`config.mk`:
```
export PLATFORM = sky130hd
export DESIGN_NAME = uart_rx_deframer
export DESIGN_NICKNAME = d
export VERILOG_FILES = /design/src/rtl/uart_rx_deframer.sv
export SDC_FILE = /design/constraint.sdc
export NUM_CORES = 1
export LEC_CHECK = 0
export BUFFER_PORTS_ARGS = -buffer_cell sky130_fd_sc_hd__buf_2
export CAP_MARGIN = 5
export CORE_UTILIZATION = 53
export CTS_CLUSTER_SIZE = 30
export DETAILED_ROUTE_END_ITERATION = 10
export HOLD_SLACK_MARGIN = 0.05
export PLACE_DENSITY = 0.72
export SYNTH_ARGS = -nofsm -noshare
export SYNTH_HDL_FRONTEND = slang
export SYNTH_SLANG_ARGS = --single-unit
```
`constraint.sdc`:
```
create_clock -name aclk -period 2.6 [get_ports aclk]
set_input_delay 0.26 -clock aclk [delete_from_list [all_inputs] [get_ports aclk]]
set_output_delay 0.26 -clock aclk [all_outputs]
set_load 0.01 [all_outputs]
```
`src/rtl/uart_rx_deframer.sv`:
```
// UART receive deframer: mid-bit sampling of rxd, 1..16 data bits LSB first, optional parity,
// one or two stop bits, AXI-Stream output with error flags. Optional macro: UART_RX_GLITCH_FILTER_EN.
module uart_rx_deframer #(
  parameter int BAUD_PRESCALER = 12,
  parameter int PARITY         = 0,
  parameter int BYTE_SIZE      = 8,
  parameter int STOP_BITS      = 0
) (
  input  logic        aclk,
  input  logic        aresetn,
  input  logic [26:0] s_axis_config_tdata,
  input  logic        s_axis_config_tvalid,
  output logic        s_axis_config_tready,
  output logic [15:0] m_axis_tdata,
  output logic [2:0]  m_axis_tuser,
  output logic        m_axis_tvalid,
  input  logic        m_axis_tready,
  input  logic        rxd,
  output logic        rtsn
);

  // Handshakes: a config word transfers on a cycle where s_axis_config_tvalid and
  // s_axis_config_tready are both high; an output beat transfers on a cycle where
  // m_axis_tvalid and m_axis_tready are both high; tdata/tuser hold while valid && !ready.

  localparam logic [2:0] S_IDLE  = 3'd0;
  localparam logic [2:0] S_START = 3'd1;
  localparam logic [2:0] S_DATA  = 3'd2;
  localparam logic [2:0] S_PAR   = 3'd3;
  localparam logic [2:0] S_STOP  = 3'd4;
  localparam logic [2:0] S_STOP2 = 3'd5;

`ifdef UART_RX_GLITCH_FILTER_EN
  localparam logic [15:0] MIN_PRESC = 16'd4;
`else
  localparam logic [15:0] MIN_PRESC = 16'd2;
`endif

  localparam logic [15:0] RST_PRESC  = 16'(BAUD_PRESCALER);
  localparam logic [2:0]  RST_PARITY = 3'(PARITY);
  localparam logic [3:0]  RST_BSIZE  = 4'(BYTE_SIZE);
  localparam logic        RST_STOP   = (STOP_BITS != 0);

  logic [2:0]  state;
  logic [15:0] cfg_presc;
  logic [2:0]  cfg_parity;
  logic [3:0]  cfg_bsize;
  logic        cfg_stop;
  logic        cfg_rx_en;

  logic        rxd_m, rxd_q, rxd_prev;
  logic        rxd_s;
  logic [15:0] baud_cnt;
  logic [4:0]  bit_cnt;
  logic [15:0] data;
  logic        par_acc, par_err, frm_err, ovr_pend;

  logic [15:0] presc_eff;
  logic [4:0]  last_bit;
  logic        par_en, par_exp, cfg_hs, tick, fall, out_free, commit, frm_final;
  logic        unused_cfg;

  assign unused_cfg = ^{s_axis_config_tdata[26], s_axis_config_tdata[24]};

`ifdef UART_RX_GLITCH_FILTER_EN
  logic rxd_h1, rxd_h2;
  always_ff @(posedge aclk) begin
    if (!aresetn) begin
      rxd_h1 <= 1'b1;
      rxd_h2 <= 1'b1;
    end else begin
      rxd_h1 <= rxd_q;
      rxd_h2 <= rxd_h1;
    end
  end
  assign rxd_s = (rxd_q & rxd_h1) | (rxd_q & rxd_h2) | (rxd_h1 & rxd_h2);
`else
  assign rxd_s = rxd_q;
`endif

  always_ff @(posedge aclk) begin
    if (!aresetn) begin
      rxd_m    <= 1'b1;
      rxd_q    <= 1'b1;
      rxd_prev <= 1'b1;
    end else begin
      rxd_m    <= rxd;
      rxd_q    <= rxd_m;
      rxd_prev <= rxd_s;
    end
  end

  assign presc_eff = (cfg_presc < MIN_PRESC) ? MIN_PRESC : cfg_presc;
  assign last_bit  = (cfg_bsize == 4'd0) ? 5'd15 : ({1'b0, cfg_bsize} - 5'd1);
  assign par_en    = (cfg_parity != 3'd0) && (cfg_parity <= 3'd4);
  assign cfg_hs    = s_axis_config_tvalid && s_axis_config_tready;
  assign tick      = (baud_cnt == 16'd0);
  assign fall      = rxd_prev & ~rxd_s;
  assign out_free  = ~m_axis_tvalid | m_axis_tready;
  assign commit    = tick && (((state == S_STOP) && !cfg_stop) || (state == S_STOP2));
  assign frm_final = frm_err | ~rxd_s;

  always_comb begin
    par_exp = 1'b0;
    case (cfg_parity)
      3'd1:    par_exp = par_acc;
      3'd2:    par_exp = ~par_acc;
      3'd3:    par_exp = 1'b1;
      default: par_exp = 1'b0;
    endcase
  end

  assign s_axis_config_tready = (state == S_IDLE);
  assign rtsn = ~aresetn | ~(cfg_rx_en & ~m_axis_tvalid);

  always_ff @(posedge aclk) begin
    if (!aresetn) begin
      state         <= S_IDLE;
      cfg_presc     <= RST_PRESC;
      cfg_parity    <= RST_PARITY;
      cfg_bsize     <= RST_BSIZE;
      cfg_stop      <= RST_STOP;
      cfg_rx_en     <= 1'b1;
      baud_cnt      <= 16'd0;
      bit_cnt       <= 5'd0;
      data          <= 16'd0;
      par_acc       <= 1'b0;
      par_err       <= 1'b0;
      frm_err       <= 1'b0;
      ovr_pend      <= 1'b0;
      m_axis_tdata  <= 16'd0;
      m_axis_tuser  <= 3'd0;
      m_axis_tvalid <= 1'b0;
    end else begin
      if (m_axis_tvalid && m_axis_tready)
        m_axis_tvalid <= 1'b0;

      case (state)
        S_IDLE: begin
          if (cfg_hs) begin
            cfg_presc  <= s_axis_config_tdata[15:0];
            cfg_parity <= s_axis_config_tdata[18:16];
            cfg_bsize  <= s_axis_config_tdata[22:19];
            cfg_stop   <= s_axis_config_tdata[23];
            cfg_rx_en  <= s_axis_config_tdata[25];
          end else if (cfg_rx_en && fall) begin
            baud_cnt <= presc_eff >> 1;
            state    <= S_START;
          end
        end
        S_START: begin
          if (!tick) begin
            baud_cnt <= baud_cnt - 16'd1;
          end else if (rxd_s) begin
            state <= S_IDLE;
          end else begin
            baud_cnt <= presc_eff - 16'd1;
            bit_cnt  <= 5'd0;
            data     <= 16'd0;
            par_acc  <= 1'b0;
            par_err  <= 1'b0;
            frm_err  <= 1'b0;
            state    <= S_DATA;
          end
        end
        S_DATA: begin
          if (!tick) begin
            baud_cnt <= baud_cnt - 16'd1;
          end else begin
            data[bit_cnt[3:0]] <= rxd_s;
            par_acc  <= par_acc ^ rxd_s;
            baud_cnt <= presc_eff - 16'd1;
            bit_cnt  <= bit_cnt + 5'd1;
            if (bit_cnt == last_bit)
              state <= par_en ? S_PAR : S_STOP;
          end
        end
        S_PAR: begin
          if (!tick) begin
            baud_cnt <= baud_cnt - 16'd1;
          end else begin
            if (rxd_s != par_exp)
              par_err <= 1'b1;
            baud_cnt <= presc_eff - 16'd1;
            state    <= S_STOP;
          end
        end
        S_STOP: begin
          if (!tick) begin
            baud_cnt <= baud_cnt - 16'd1;
          end else if (cfg_stop) begin
            frm_err  <= frm_final;
            baud_cnt <= presc_eff - 16'd1;
            state    <= S_STOP2;
          end else begin
            state <= S_IDLE;
          end
        end
        S_STOP2: begin
          if (!tick)
            baud_cnt <= baud_cnt - 16'd1;
          else
            state <= S_IDLE;
        end
        default: state <= S_IDLE;
      endcase

      // Returning to IDLE at mid-stop leaves half a bit to resync on the next start edge.
      if (commit) begin
        if (out_free) begin
          m_axis_tdata  <= data;
          m_axis_tuser  <= {ovr_pend, frm_final, par_err};
          m_axis_tvalid <= 1'b1;
          ovr_pend      <= 1'b0;
        end else begin
          ovr_pend <= 1'b1;
        end
      end
    end
  end

endmodule

```
# After elaboration in Yosys (flattened, before gate mapping)
# Cells that the tools add are included.
[classes] n_addsub=4 mul=0 n_div=0 n_lt_le_gt_ge=4 eq_ne=24 shifts=0 muxes=49 bitwise=11 reduce_logical=25
[op_table] operator="$mux 16" n=12
[op_table] operator="$pmux 16 s5" n=1
[op_table] operator="$pmux 16 s2" n=1
[op_table] operator="$sub 16x1->16 const B" n=2
[op_table] operator="$mux 3" n=10
[op_table] operator="$ne 2x2->1 const B" n=11
[op_table] operator="$mux 5" n=4
[op_table] operator="$pmux 3 s6" n=1
[op_table] operator="$bwmux 16" n=1
[op_table] operator="$logic_not 16->1" n=1
[op_table] operator="$lt 16x2->1 const B" n=1
[op_table] operator="$eq 3x2->1 const B" n=4
[op_table] operator="$mux 1" n=12
[op_table] operator="$pmux 5 s2" n=1
[op_table] operator="$reduce_and 5->1" n=2
[op_table] operator="$reduce_and 8->1" n=1
[op_table] operator="$logic_and 1x1->1" n=7
[op_table] operator="$eq 3x1->1 const B" n=2
[op_table] operator="$eq 3x3->1 const B" n=2
[op_table] operator="$ne 3x3->1 const B" n=2
[op_table] operator="$pmux 1 s2" n=3
[op_table] operator="$reduce_and 6->1" n=1
[op_table] operator="$reduce_bool 2->1" n=3
[op_table] operator="$add 5x1->5 const B" n=1
[op_table] operator="other kinds (23)" n=31
[word_totals] reg_bits=92 latch_bits=0 ram_bits=0 romBits=0 in_bits=32 n_memories=0

# Logic depth before layout (Yosys ltp)
[logic_depth] ltp_word=7 ltp_mapped=12

# Worst setup path before layout
# OpenSTA, ideal clock, no wires.
[synth_path] path_kind="register -> register" startpoint="reg cfg_presc[2]" endpoint="reg baud_cnt[8]" setup_time_ns=0.125 t_arrival_ns=2.439 required_time_ns=2.475 setup_slack_ns=0.036 path_stages_with_launch=11 n_path_buf=2 cell_sequence="dfxtp_1 -> buf_2 -> or4_1 -> buf_2 -> o21ai_0 -> ha_1 -> nand2_1 -> or3_1 -> xnor2_1 -> a221oi_1 -> o22ai_1"
[synth_via] elab_chain_len=6 elab_cells_between_ends=11
[synth_rtl] item="start: declaration" line_no="45" rtl="logic [15:0] cfg_presc;"
[synth_rtl] item="start signal: assignment" line_no="141" rtl="cfg_presc <= s_axis_config_tdata[15:0];"
[synth_rtl] item="$lt 16x2->1" line_no="93" rtl="assign presc_eff = (cfg_presc < MIN_PRESC) ? MIN_PRESC : cfg_presc;"
[synth_rtl] item="$mux 16 *" line_no="93"
[synth_rtl] item="$sub 16x1->16"
[synth_rtl] item="$mux 16, on equally long branches" line_no="191, 154"
[synth_rtl] item="$mux 16, on equally long branches" line_no="189, 152"
[synth_rtl] item="$pmux 16 s5 *" line_no="138" rtl="case (state)"
[synth_rtl] item="end signal: assignment" line_no="157" rtl="baud_cnt <= presc_eff - 16'd1;"
[synth_rtl] item="end signal: assignment" line_no="172" rtl="baud_cnt <= presc_eff - 16'd1;"
[synth_rtl] item="end signal: assignment" line_no="184" rtl="baud_cnt <= presc_eff - 16'd1;"
[synth_rtl] item="end: declaration" line_no="53" rtl="logic [15:0] baud_cnt;"
# Every way passes the cells marked *; elsewhere a longest branch is shown, timed or not. The select of a mux whose other input is x is not followed.
# A chain may end at the register's enable or synchronous reset.

# Worst setup path after layout
[layout_path] startpoint="reg cfg_presc[2]" endpoint="reg baud_cnt[4]"
# Same word-level chain as after synthesis.

==> summary.md <==
| Metric | Value |
|---|---|
| Status | finished, violations left |
| Violated checks | design-rule violations |
| Reg2reg start | cfg_presc[2] |
| Net switching power | 0.00126 W |
| Rel. slew slack | around 55% |
| Compound-cell area share of the yosys netlist | 21.4% |
| Worst-Margin Slew | roughly 0.7 ns |
| Post-Synth Adder-Cell Area | under 10% |
| Top cell by count, worst path | a21oi_1 |
| I/O pins | 54 |
| TritonCTS clock tree | built |
| RSZ-0062 raised after global routing | true |
| Total Nets Final | 694 |
| Achievable Freq | 409 MHz |
| Hold Startpoint | rxd |
| Final ANT Viol Nets | 0 |
| CTS Buf Count | 9 |
| Final hold vios | 0 |
| CP endpoint kind | flip-flop |
| Async set-reset flop share out of synthesis | 0% |
| Post-placement cell area | 5330 µm² |
| Clock tree sinks | between 90 and 100 |
| Vias | 4547 |
| First-pass DRT Iterations | 8 |
| CTS root buffer | clkbuf_8 |
| #FFs+latches synth | 92 |
| # diodes | 0 |
| Layout cells sized above 1 | 18.7% |
| Arr. time, crit path | 2.69 ns |
| DIE WIDTH | 97.9 µm |
| Switching part of the total power | 34.0% |
| Post-synth EDFFs | 0 |
| All-layer global routing usage | about a quarter |
| Clock skew | 0.00841 ns |
| Peak VDD IR | 402 µV |
| Setup TNS | 0 ns |
| Row count | 34 |
| Yosys warns | 0 |
| Average size of a mapped cell | 8.06 µm² |
| Top-count cell post-synth | nand2_1 |
| Worst Hold Class | primary input to flip-flop |
| Largest area contributor in the netlist | dfxtp_1 |
| # DRC | 1 |
| DIE AREA | 9590 µm² |
| CTS Buffer Depth | 2 |
| Post-Synth Simple-Gate Area | 23.9% |
| Clock power share | between 20% and 30% |
| Combinational Power Share | 28.5% |
| Vias in the first global route | 4215 |
| Grt total ovfl | 0 |
| Mapped Nets | about 640 |
| Worst-path clk slew | 0.10 ns |
| Reg2Reg Depth | 12 |
| Critical path required time | 2.85 ns |
| Routed wire length | between 10000 and 15000 µm |
| Initial Utilization | 55.4% |
| Setup crit start kind | flip-flop |
| Routed len/inst | 15.8 µm |
| Internal power | 0.00244 W |
| Post-synthesis cell count | 605 |
| Initial antenna violation count | 0 |
| Post-Synth XOR/XNOR Area | 5.16% |
| Area share of the largest cell type after synthesis | between 30 and 40% |
| Vias per inst | 5.93 |
| Clk Latency, worst-skew pair | 0.36 ns |
| Post-synth top cells | nand2_1, dfxtp_1, a21oi_1, nor2_1, o21ai_0 |
| Setup CP Type | flip-flop to flip-flop |
| Area Overhead vs Synth | 14.2% |
| Synth cell types | 72 |
| Lkg Pwr | approximately 2.2 nW |
| Final worst-path cycle share | around 94% |
| Final Cell Area | 5570 µm² |
| Main combinational cell family by area after synthesis | simple AND/OR/NAND/NOR gates |
| Final HPWL DP | 8570 µm |
| Register area share after synthesis | 37.8% |
| Reg-to-Reg End | baud_cnt[4] |
| Mux share of post-synthesis cell area | 4.74% |
| Starting DRT DRC Count | 270 |
| Slew Limit Fails | 0 |
| CP max stage cell | or4_4 |
| Post-Synthesis Cell Area | slightly below 5000 µm² |
| CP peak stage delay | 0.55 ns |
| Port buffer count | 51 |
| H-tree Lvls | 3 |
| Worst-path cell chain | or4_4 -> buf_4 -> nor2_1 -> nor2_1 -> ha_1 -> buf_4 -> nor3b_1 -> xor2_1 -> o31ai_1 -> a21oi_1 -> a21oi_1 -> a21oi_1 |
| Die Y | around 98 µm |
| Reg power frac | 42.3% |
| Min Tclk post-route | roughly 2.4 ns |
| First-pass GRT wire length | 20600 µm |
| Largest net degree at the start of global routing | 36 |
| Hold depth | 2 |
| Core Box Area | 8810 µm² |
| Total of max-cap violations | 0 |
| Crit path max fanout | 3 |
| Top_reg_cell synth | dfxtp_1 |
| Gpl congestion | 0.879 |
| PD cells | 664 nW/µm² |
| Worst-case hold path end point | rxd_m |
| Synth area leaders | dfxtp_1, nand2_1, a21oi_1 |
| Worst reg-to-reg setup slack | around 0.15 ns |
| Hold_buf cts | 0 |
| Setup violations, final | 0 |
worst max-delay path, delay by kind of cell, from the launching register on:
kind	cells	cell delay [ns]
AOI/OAI and AO/OA	4	0.49
xor gates and xnor gates	1	0.14
adders and majority gates	1	0.21
buffers and inverters	2	0.31
DFF	1	0.33
and+or+nand+nor	4	0.87
logic make-up (layout without fill, tap and decap cells):
| kind of cell | Yosys count | after routing |
|---|---|---|
| compound gates | 168 | 168 |
| fa+ha+maj | 7 | 7 |
| xor+xnor | 27 | 27 |
| mux | 23 | 23 |
| flops | 92 | 92 |
| simple gates | 229 | 229 |
| buf+inv | 59 | 113 |
layer usage:
layer	vias to the layer above	track usage (%)	part of all wire, %
met5	-	0	0
met4	0	6.64	0.98
met3	12	4.22	6.7
met2	154	41.2	45
met1	2137	37.9	47
li1	2244	-	-
flip-flops by register name, summed over array words and instances, names as in the netlist:
register       flops
frm_err            1
par_acc            1
m_axis_tuser       3
m_axis_tvalid      1
baud_cnt          16
bit_cnt            5
rxd_m              1
cfg_bsize          4
ovr_pend           1
cfg_presc         16
cfg_stop           1
cfg_rx_en          1
cfg_parity         3
rxd_q              1
m_axis_tdata      16
rxd_prev           1
data              16
par_err            1
state              3
final cells by class:
| cell class | count | area (µm²) |
|---|---|---|
| fill | 771 | 3240 |
| multi-input combinational | 454 | 2800 |
| sequential | 92 | 1840 |
| timing repair buffer | 83 | 520 |
| tap | 108 | 135 |
| clock buffer | 9 | 124 |
| clock inverter | 6 | 95.1 |
| inverter | 15 | 56.3 |
worst max-delay path by stage:
stage / start / end / slack (ns) / cells after the start
2_1_floorplan: cfg_presc[2] / baud_cnt[8] / 0.04 / 10
3_3_place_gp: cfg_presc[1] / baud_cnt[8] / 0.14 / 9
3_5_place_dp: cfg_presc[6] / baud_cnt[8] / -0.02 / 9
4_1_cts: cfg_presc[6] / baud_cnt[8] / 0.06 / 9
5_1_grt: cfg_presc[2] / baud_cnt[4] / -0.008 / 12
6_report: cfg_presc[2] / baud_cnt[4] / 0.15 / 12
power groups by stage:
stage / logic, W / clock network, W / registers [W]
final: 0.00105 / 0.00108 / 0.00156
after global routing: 0.00115 / 0.00115 / 0.00157
after CTS: 0.00104 / 0.00110 / 0.00156
after detailed placement: 0.00103 / 0 / 0.00159
after global placement: 0.00102 / 0 / 0.00159
after floorplan: 0.000754 / 0 / 0.00158
metrics by stage:
stage / utilization (%) / hold slack, ns / std cells / worst slack (ns) / power [W]
final: 63.2 / 0.0772 / 767 / 0.154 / 0.00370
after global routing: 63.2 / 0.0792 / 767 / -0.00805 / 0.00388
after CTS: 63.1 / 0.0754 / 767 / 0.0580 / 0.00370
after detailed placement: 60.6 / 0.407 / 752 / -0.0246 / 0.00263
after global placement: 60.6 / 0.404 / 752 / 0.142 / 0.00261
after floorplan: - / 0.361 / 605 / 0.0365 / 0.00233
cells in the final DEF, fill, tap and decap left out, types with 6 or more instances in the layout:
master and count:
a21boi_0 6, nor3_1 11, buf_2 51, xor2_1 9, buf_4 30, xnor2_1 17
nand3_1 16, dfxtp_1 92, o21ai_0 39, a31oi_1 7, or3_1 6, nand3b_1 6
nor2_1 48, nand2_1 96, mux2i_1 22, and3_1 8, ha_1 7, inv_1 12
a21oi_1 69, clkbuf_8 9
repair_timing:
action | in CTS | in global routing
setup endpoints to repair | 1 | 5
gates resized for setup | 1 | 3
setup buffers | 0 | 0
Power figures use the tool's default switching activity.
